[src/rtl/seq_booth_multiplier_if.sv]
// seq_booth_multiplier_if: start/operand request and busy/done/product response bundle.
interface seq_booth_multiplier_if #(parameter int WIDTH = 32);
    logic                 start;
    logic [WIDTH-1:0]     a;
    logic [WIDTH-1:0]     b;
    logic                 busy;
    logic                 done;
    logic [2*WIDTH-1:0]   product;
    modport master (output start, a, b, input busy, done, product);
    modport slave  (input start, a, b, output busy, done, product);
endinterface

[src/rtl/seq_booth_multiplier.sv]
// seq_booth_multiplier: radix-2 Booth signed multiplier, one add/sub step per cycle
// through a parallel-prefix carry-lookahead adder.
module seq_booth_cla #(parameter int WIDTH = 32) (
    input  logic [WIDTH-1:0] x_i,
    input  logic [WIDTH-1:0] y_i,
    input  logic             cin_i,
    output logic [WIDTH-1:0] sum_o,
    output logic             pos_ovf_o,
    output logic             neg_ovf_o
);
    logic [WIDTH-1:0] gg, pp;
    logic [WIDTH:0]   c;
    always_comb begin
        gg = x_i & y_i;
        pp = x_i ^ y_i;
        for (int d = 1; d < WIDTH; d = d * 2)
            for (int i = WIDTH - 1; i >= d; i--) begin
                gg[i] = gg[i] | (pp[i] & gg[i-d]);
                pp[i] = pp[i] & pp[i-d];
            end
        c[0] = cin_i;
        for (int i = 0; i < WIDTH; i++) c[i+1] = gg[i] | (pp[i] & cin_i);
    end
    assign sum_o     = x_i ^ y_i ^ c[WIDTH-1:0];
    assign pos_ovf_o = ~x_i[WIDTH-1] & ~y_i[WIDTH-1] &  sum_o[WIDTH-1];
    assign neg_ovf_o =  x_i[WIDTH-1] &  y_i[WIDTH-1] & ~sum_o[WIDTH-1];
endmodule

module seq_booth_multiplier #(parameter int WIDTH = 32) (
    input  logic                 clk,
    input  logic                 rst,
    seq_booth_multiplier_if.slave bus
);
    localparam int CW = $clog2(WIDTH) + 1;
    typedef enum logic [1:0] {IDLE, RUN, DONE} state_t;
    state_t               state_q, state_d;
    logic [WIDTH-1:0]     m_q, m_d, a_q, a_d, q_q, q_d;
    logic                 qm1_q, qm1_d;
    logic [CW-1:0]        cnt_q, cnt_d;
    logic [2*WIDTH-1:0]   prod_q, prod_d;
    logic [WIDTH-1:0]     sum, s;
    logic                 pos_ovf, neg_ovf, add, sub, sign;
    assign add = q_q[0] ^ qm1_q;
    assign sub = q_q[0] & ~qm1_q;
    seq_booth_cla #(.WIDTH(WIDTH)) u_cla (
        .x_i(a_q), .y_i(sub ? ~m_q : m_q), .cin_i(sub),
        .sum_o(sum), .pos_ovf_o(pos_ovf), .neg_ovf_o(neg_ovf)
    );
    assign s = add ? sum : a_q;
    // Correcting the sign with overflow keeps the shifted-in bit exact even for M = MIN_INT.
    assign sign = add ? sum[WIDTH-1] ^ (pos_ovf | neg_ovf) : a_q[WIDTH-1];
    always_comb begin
        state_d = state_q;
        m_d     = m_q;
        a_d     = a_q;
        q_d     = q_q;
        qm1_d   = qm1_q;
        cnt_d   = cnt_q;
        prod_d  = prod_q;
        if (state_q == RUN) begin
            a_d     = {sign, s[WIDTH-1:1]};
            q_d     = {s[0], q_q[WIDTH-1:1]};
            qm1_d   = q_q[0];
            cnt_d   = cnt_q - 1'b1;
            state_d = cnt_q == CW'(1) ? DONE : RUN;
            prod_d  = cnt_q == CW'(1) ? {a_d, q_d} : prod_q;
        end else if (bus.start) begin
            m_d     = bus.a;
            q_d     = bus.b;
            a_d     = '0;
            qm1_d   = 1'b0;
            cnt_d   = CW'(WIDTH);
            state_d = RUN;
        end else begin
            state_d = IDLE;
        end
    end
    always_ff @(posedge clk) begin
        if (rst) begin
            state_q <= IDLE;
            m_q     <= '0;
            a_q     <= '0;
            q_q     <= '0;
            qm1_q   <= 1'b0;
            cnt_q   <= '0;
            prod_q  <= '0;
        end else begin
            state_q <= state_d;
            m_q     <= m_d;
            a_q     <= a_d;
            q_q     <= q_d;
            qm1_q   <= qm1_d;
            cnt_q   <= cnt_d;
            prod_q  <= prod_d;
        end
    end
    assign bus.busy    = state_q == RUN;
    assign bus.done    = state_q == DONE;
    assign bus.product = prod_q;
endmodule

[src/flat_wrapper.sv]
// flat-port wrapper written by rule: the top's interface ports become plain ports
module seq_booth_multiplier_flat 
#(parameter int WIDTH = 32)
  (clk, rst, bus_start, bus_a, bus_b, bus_busy, bus_done, bus_product);
  seq_booth_multiplier_if #(.WIDTH(WIDTH)) bus_i ();
  input  logic clk;
  input  logic rst;
  input wire logic [$bits(bus_i.start)-1:0] bus_start;
  input wire logic [$bits(bus_i.a)-1:0] bus_a;
  input wire logic [$bits(bus_i.b)-1:0] bus_b;
  output wire logic [$bits(bus_i.busy)-1:0] bus_busy;
  output wire logic [$bits(bus_i.done)-1:0] bus_done;
  output wire logic [$bits(bus_i.product)-1:0] bus_product;
  assign bus_i.start = bus_start;
  assign bus_i.a = bus_a;
  assign bus_i.b = bus_b;
  assign bus_busy = bus_i.busy;
  assign bus_done = bus_i.done;
  assign bus_product = bus_i.product;
  seq_booth_multiplier #(.WIDTH(WIDTH)) u_core (.clk(clk), .rst(rst), .bus(bus_i));
endmodule
[config.mk]
export PLATFORM = sky130hd
export DESIGN_NAME = seq_booth_multiplier_flat
export DESIGN_NICKNAME = d
export VERILOG_FILES = /design/src/rtl/seq_booth_multiplier_if.sv /design/src/rtl/seq_booth_multiplier.sv /design/src/flat_wrapper.sv
export SDC_FILE = /design/constraint.sdc
export NUM_CORES = 1
export LEC_CHECK = 0
export CORE_ASPECT_RATIO = 0.75
export CORE_MARGIN = 1.5
export CORE_UTILIZATION = 59
export DETAILED_ROUTE_END_ITERATION = 12
export PLACE_DENSITY = 0.94
export SLEW_MARGIN = 10
export SYNTH_ARGS = -nofsm -noshare
export SYNTH_HDL_FRONTEND = slang
export SYNTH_SLANG_ARGS = --single-unit
[constraint.sdc]
create_clock -name clk -period 5.5 [get_ports clk]
set_clock_uncertainty 0.15 [all_clocks]
set_input_delay 1.65 -clock clk [delete_from_list [all_inputs] [get_ports clk]]
set_output_delay 1.65 -clock clk [all_outputs]
set_load 0.005 [all_outputs]
==> results.md <==
Setup path:
- The startpoint identified for the worst register-to-register timing path is u_core.qm1_q.
- The category of the worst setup path capture point is a register.
- The worst setup path is launched from a register.
- The largest stage delay on the critical path is 0.62 ns.
- The family of cells with the greatest summed delay on the critical path is compound AO/OA/AOI/OAI gates.
- The most numerous cell type found on the critical path is sky130_fd_sc_hd__a21o_1.
- Data on the critical path arrives at its endpoint at around 4.0 ns.
- The data required time of the worst path is approximately 5.7 ns.
- Together, buffers and inverters on the worst path number 2.
- In this run the worst setup path begins at u_core.qm1_q.
- The type of the worst setup path is reg2reg.
- The slowest stage of the critical path is the sky130_fd_sc_hd__ha_2 cell.
- The maximum fanout count along the critical path is 23.
- Traced cell by cell, the critical path runs through inv_1 -> ha_2 -> buf_4 -> xor2_1 -> ha_1 -> a21o_1 -> a21o_1 -> a21oi_1 -> o21ai_0 -> a211oi_1 -> a2bb2oi_1 -> xnor2_1 -> nand2b_1 -> a311oi_1.

Route:
- Once detail routing completed, the nets flagged for antenna violations numbered 0.
- The routed length per instance is approximately 17 um.
- The initial DRC count is between 800 and 900.
- The length of the first detailed-routing pass in iterations is 7.
- The post-detailed-route via-to-cell ratio is just over 6.
- The via count is just under 9k.
- For this run, design rule violations remaining after detail routing come to 0.
- The total length of routed wires is between 20000 and 25000 um.

STA:
- The final hold violation count came to 0.
- The total negative slack is 0 ns.
- For the pin with the worst max-slew slack, the measured transition is around 1.1 ns.
- The worst-case setup margin in the final layout is about 1.7 ns.
- After layout, the minimum clock period comes to 3.85 ns.
- The relative max-transition margin is a little under a quarter.
- Setup repair after global routing left no endpoint under its margin.
- The number of setup violations in the final report is 0.
- The maximum clock frequency is roughly 260 MHz.
- The tightest hold margin is between 0.3 and 0.4 ns.
- The max-slew violation count is 0.
- The worst path uses between 60% and 70% of the clock period.

Run status:
- The run finished with clean final reports.

Min path:
- In this run the most critical hold path is launched from u_core.bus.product[4].
- The type of the most critical hold path is reg2reg.

Power and ir drop:
- The leakage power figure is roughly 4.2 nW.
- The internal power contribution is between 2 and 2.5 mW.
- The share of total power consumed by net switching is a little under a third.
- The clock network power share is between 30% and 40%.
- In this run the power density over the cells is 284 nW/um2.
- Summed over all nets, the switching power comes to about 0.97 mW.
- The proportion of power drawn by combinational gates is 18.7%.
- The worst vdd rail ir drop is 0.223 mV.
- The sequential power share is a little over two fifths.

Clock tree:
- The CTS tree is done.
- The H-tree was split into 4 levels.
- The number of buffers created by CTS is 17.
- The tree is rooted in a sky130_fd_sc_hd__clkbuf_16.
- The clock latency reported for the late side of the worst-skew pair is approximately 0.44 ns.
- The count of buffers added by post-CTS timing repair for setup is 0.
- Clock-pin slew was measured on the worst setup and hold paths at around 0.070 ns.
- The maximum clock path buffer count is 2.
- The total of hold buffers inserted after clock tree synthesis is 0.
- The clock net in this run drives a total of 169 sinks.
- Post-CTS repair changed the size of 0 cells.

Yosys:
- The share of the Yosys chip area taken by registers is about 38%.
- After synthesis, the share of flip-flops with an asynchronous set or reset is 0%.
- The netlist uses 66 different library cells.
- After synthesis, the largest area contributor takes up between 30% and 40% of total cell area.
- After synthesis, the cell types taking the most area are sky130_fd_sc_hd__dfxtp_1, sky130_fd_sc_hd__nand2_1, sky130_fd_sc_hd__a21oi_1, sky130_fd_sc_hd__ha_1, sky130_fd_sc_hd__nor2_1.
- By count the netlist is led by sky130_fd_sc_hd__nand2_1, sky130_fd_sc_hd__dfxtp_1, sky130_fd_sc_hd__a21oi_1.
- The total number of yosys warnings is 0.
- In this run the cell area of the synthesized design comes to ~9000 um2.
- Counting flops with a built-in enable in the synthesized netlist gives 0.
- Summed over all instances, the cell type with the most area after synthesis is sky130_fd_sc_hd__dfxtp_1.
- The number of nets produced by synthesis is approximately 1.2k.
- Synthesis produced between 1k and 1.5k cells.
- The mean cell area of the mapped netlist is around 8 um2.
- The primary flip-flop cell chosen by synthesis mapping is sky130_fd_sc_hd__dfxtp_1.
- The cell with the most instances after synthesis is sky130_fd_sc_hd__nand2_1.
- The number of synthesized register bits is around 170.

Placement:
- Once placement completed, the tool counted placed cells totaling approximately 1.4k.
- Buffers placed on the I/O ports in this run total approximately 130.
- The worst slack after detailed placement is between 1.5 and 2 ns.
- The total half-perimeter wirelength after legalization and detailed placement is around 16000 um.
- The weighted congestion reported at the end of routability-driven placement is about 1.

Global route:
- The first global-routing pass estimated around 39000 um of wire.
- Across every metal layer, demand over resource in global routing totals 30.1%.
- The largest net degree at the start of global routing is between 90 and 100.
- The number of global-route vias before repair came to around 8.0k.
- The total overflow left after global routing is 0.
- The initial antenna violation count is 0.

Cells and area:
- The utilization of the core after routing is 74.3%.
- Cells with a size suffix above 1 make up ~6% of the layout.
- For this run, the post-layout net count is between 1k and 1.5k.
- The number of filler cells placed in the layout is 1062.
- The relative area change from synthesis to final layout is 21.1%.
- The number of diodes added for antenna fixing is 0.
- The final standard cell count with taps included and fillers excluded is roughly 1.4k.

Floorplan:
- In this run the standard cell core region covers around 15000 um2.
- The starting density of the core is a little over 60%.
- The die covers approximately 16000 um2.
- The floorplan step set the die width to between 100 and 150 um.
- The floorplan has 38 rows.
- The top-level port count is around 130.
- The die is approximately 110 um tall.

Flow run:
- Max-cap violations in this run came to 0.
[worst min-delay path, delay by kind of cell, from the launching register on]
kind / cells / cell delay, ns
AND/OR/NAND/NOR: 1 / 0.05
AO/OA/AOI/OAI: 1 / 0.05
flip-flops: 1 / 0.31
[layout by cell type, fill, tap and decap left out, types with 4 or more instances in the layout]
| cell | Yosys | routed |
|---|---|---|
| sky130_fd_sc_hd__a211oi_1 | 46 | 46 |
| sky130_fd_sc_hd__a21o_1 | 13 | 13 |
| sky130_fd_sc_hd__a21oi_1 | 126 | 126 |
| sky130_fd_sc_hd__a21oi_2 | 4 | 4 |
| sky130_fd_sc_hd__a311oi_1 | 8 | 8 |
| sky130_fd_sc_hd__a31oi_1 | 14 | 14 |
| sky130_fd_sc_hd__and2_1 | 5 | 5 |
| sky130_fd_sc_hd__and3_1 | 5 | 4 |
| sky130_fd_sc_hd__buf_4 | 0 | 11 |
| sky130_fd_sc_hd__clkbuf_16 | 0 | 17 |
| sky130_fd_sc_hd__clkdlybuf4s50_1 | 0 | 130 |
| sky130_fd_sc_hd__dfxtp_1 | 169 | 169 |
| sky130_fd_sc_hd__ha_1 | 38 | 37 |
| sky130_fd_sc_hd__inv_1 | 13 | 13 |
| sky130_fd_sc_hd__inv_8 | 0 | 5 |
| sky130_fd_sc_hd__mux2i_1 | 42 | 42 |
| sky130_fd_sc_hd__nand2_1 | 202 | 201 |
| sky130_fd_sc_hd__nand2b_1 | 9 | 8 |
| sky130_fd_sc_hd__nand3_1 | 37 | 36 |
| sky130_fd_sc_hd__nand4_1 | 13 | 13 |
| sky130_fd_sc_hd__nor2_1 | 116 | 115 |
| sky130_fd_sc_hd__nor2b_1 | 11 | 11 |
| sky130_fd_sc_hd__nor3_1 | 20 | 20 |
| sky130_fd_sc_hd__o21a_1 | 6 | 6 |
| sky130_fd_sc_hd__o21ai_0 | 24 | 24 |
| sky130_fd_sc_hd__o21ai_1 | 9 | 9 |
| sky130_fd_sc_hd__o22ai_1 | 7 | 7 |
| sky130_fd_sc_hd__xnor2_1 | 14 | 14 |
| sky130_fd_sc_hd__xor2_1 | 46 | 46 |
[metrics by stage]
step,total power [mW],cell area [um2]
floorplan,1.75,8980
global placement,1.89,10300
detailed placement,1.91,10300
CTS,3.08,10900
global route,3.20,10900
finish,3.09,10900
[final cells by class]
cell class                 count  area (um2)  share of cell area (%)
multi-input combinational    868        5230                    48.0
tap                          200         250                    2.30
inverter                      14        52.6                   0.483
clock buffer                  17         425                    3.91
clock inverter                15         153                    1.40
timing repair buffer         142        1390                    12.8
sequential                   169        3380                    31.1
[state kept, by name, summed over array words and instances, names as in the netlist]
register and count:
u_core.state_q 2, u_core.m_q 32, u_core.bus.product 64, u_core.cnt_q 6, u_core.q_q 32, u_core.qm1_q 1, u_core.a_q 32
[cell families after synthesis]
logic type / count (synthesis) / synth area share, %
DFF: 169 / 37.7
muxes: 43 / 4.81
xor gates and xnor gates: 60 / 5.85
adders and majority gates: 38 / 5.29
AOI/OAI and AO/OA: 289 / 20.8
and+or+nand+nor: 438 / 21.2
buffers and inverters: 100 / 4.37
[per-layer routing]
metal	part of all wire, %	vias up	GRT usage (%)
met5	0	-	0
met4	3.4	0	12.9
met3	7.8	95	5.77
met2	47	420	51.3
met1	42	4040	37.7
li1	-	4100	-
[final timing paths]
| path | to | slack, ns | cells past startpoint |
|---|---|---|---|
| setup reg to reg | u_core.bus.product[60] | 1.65 | 14 |
| hold / removal | u_core.bus.product[4] | 0.31 | 2 |
| setup / recovery | u_core.bus.product[60] | 1.65 | 14 |
| hold reg to reg | u_core.bus.product[4] | 0.31 | 2 |
[power groups by stage]
| stage | Sequential (mW) | Combinational [mW] | Clock, mW |
|---|---|---|---|
| 2_1_floorplan | 1.34 | 0.404 | 0 |
| 3_3_place_gp | 1.35 | 0.541 | 0 |
| 3_5_place_dp | 1.35 | 0.556 | 0 |
| 4_1_cts | 1.33 | 0.566 | 1.19 |
| 5_1_grt | 1.33 | 0.627 | 1.24 |
| 6_report | 1.33 | 0.577 | 1.18 |
No activity file was read; power rests on OpenSTA's default activity.
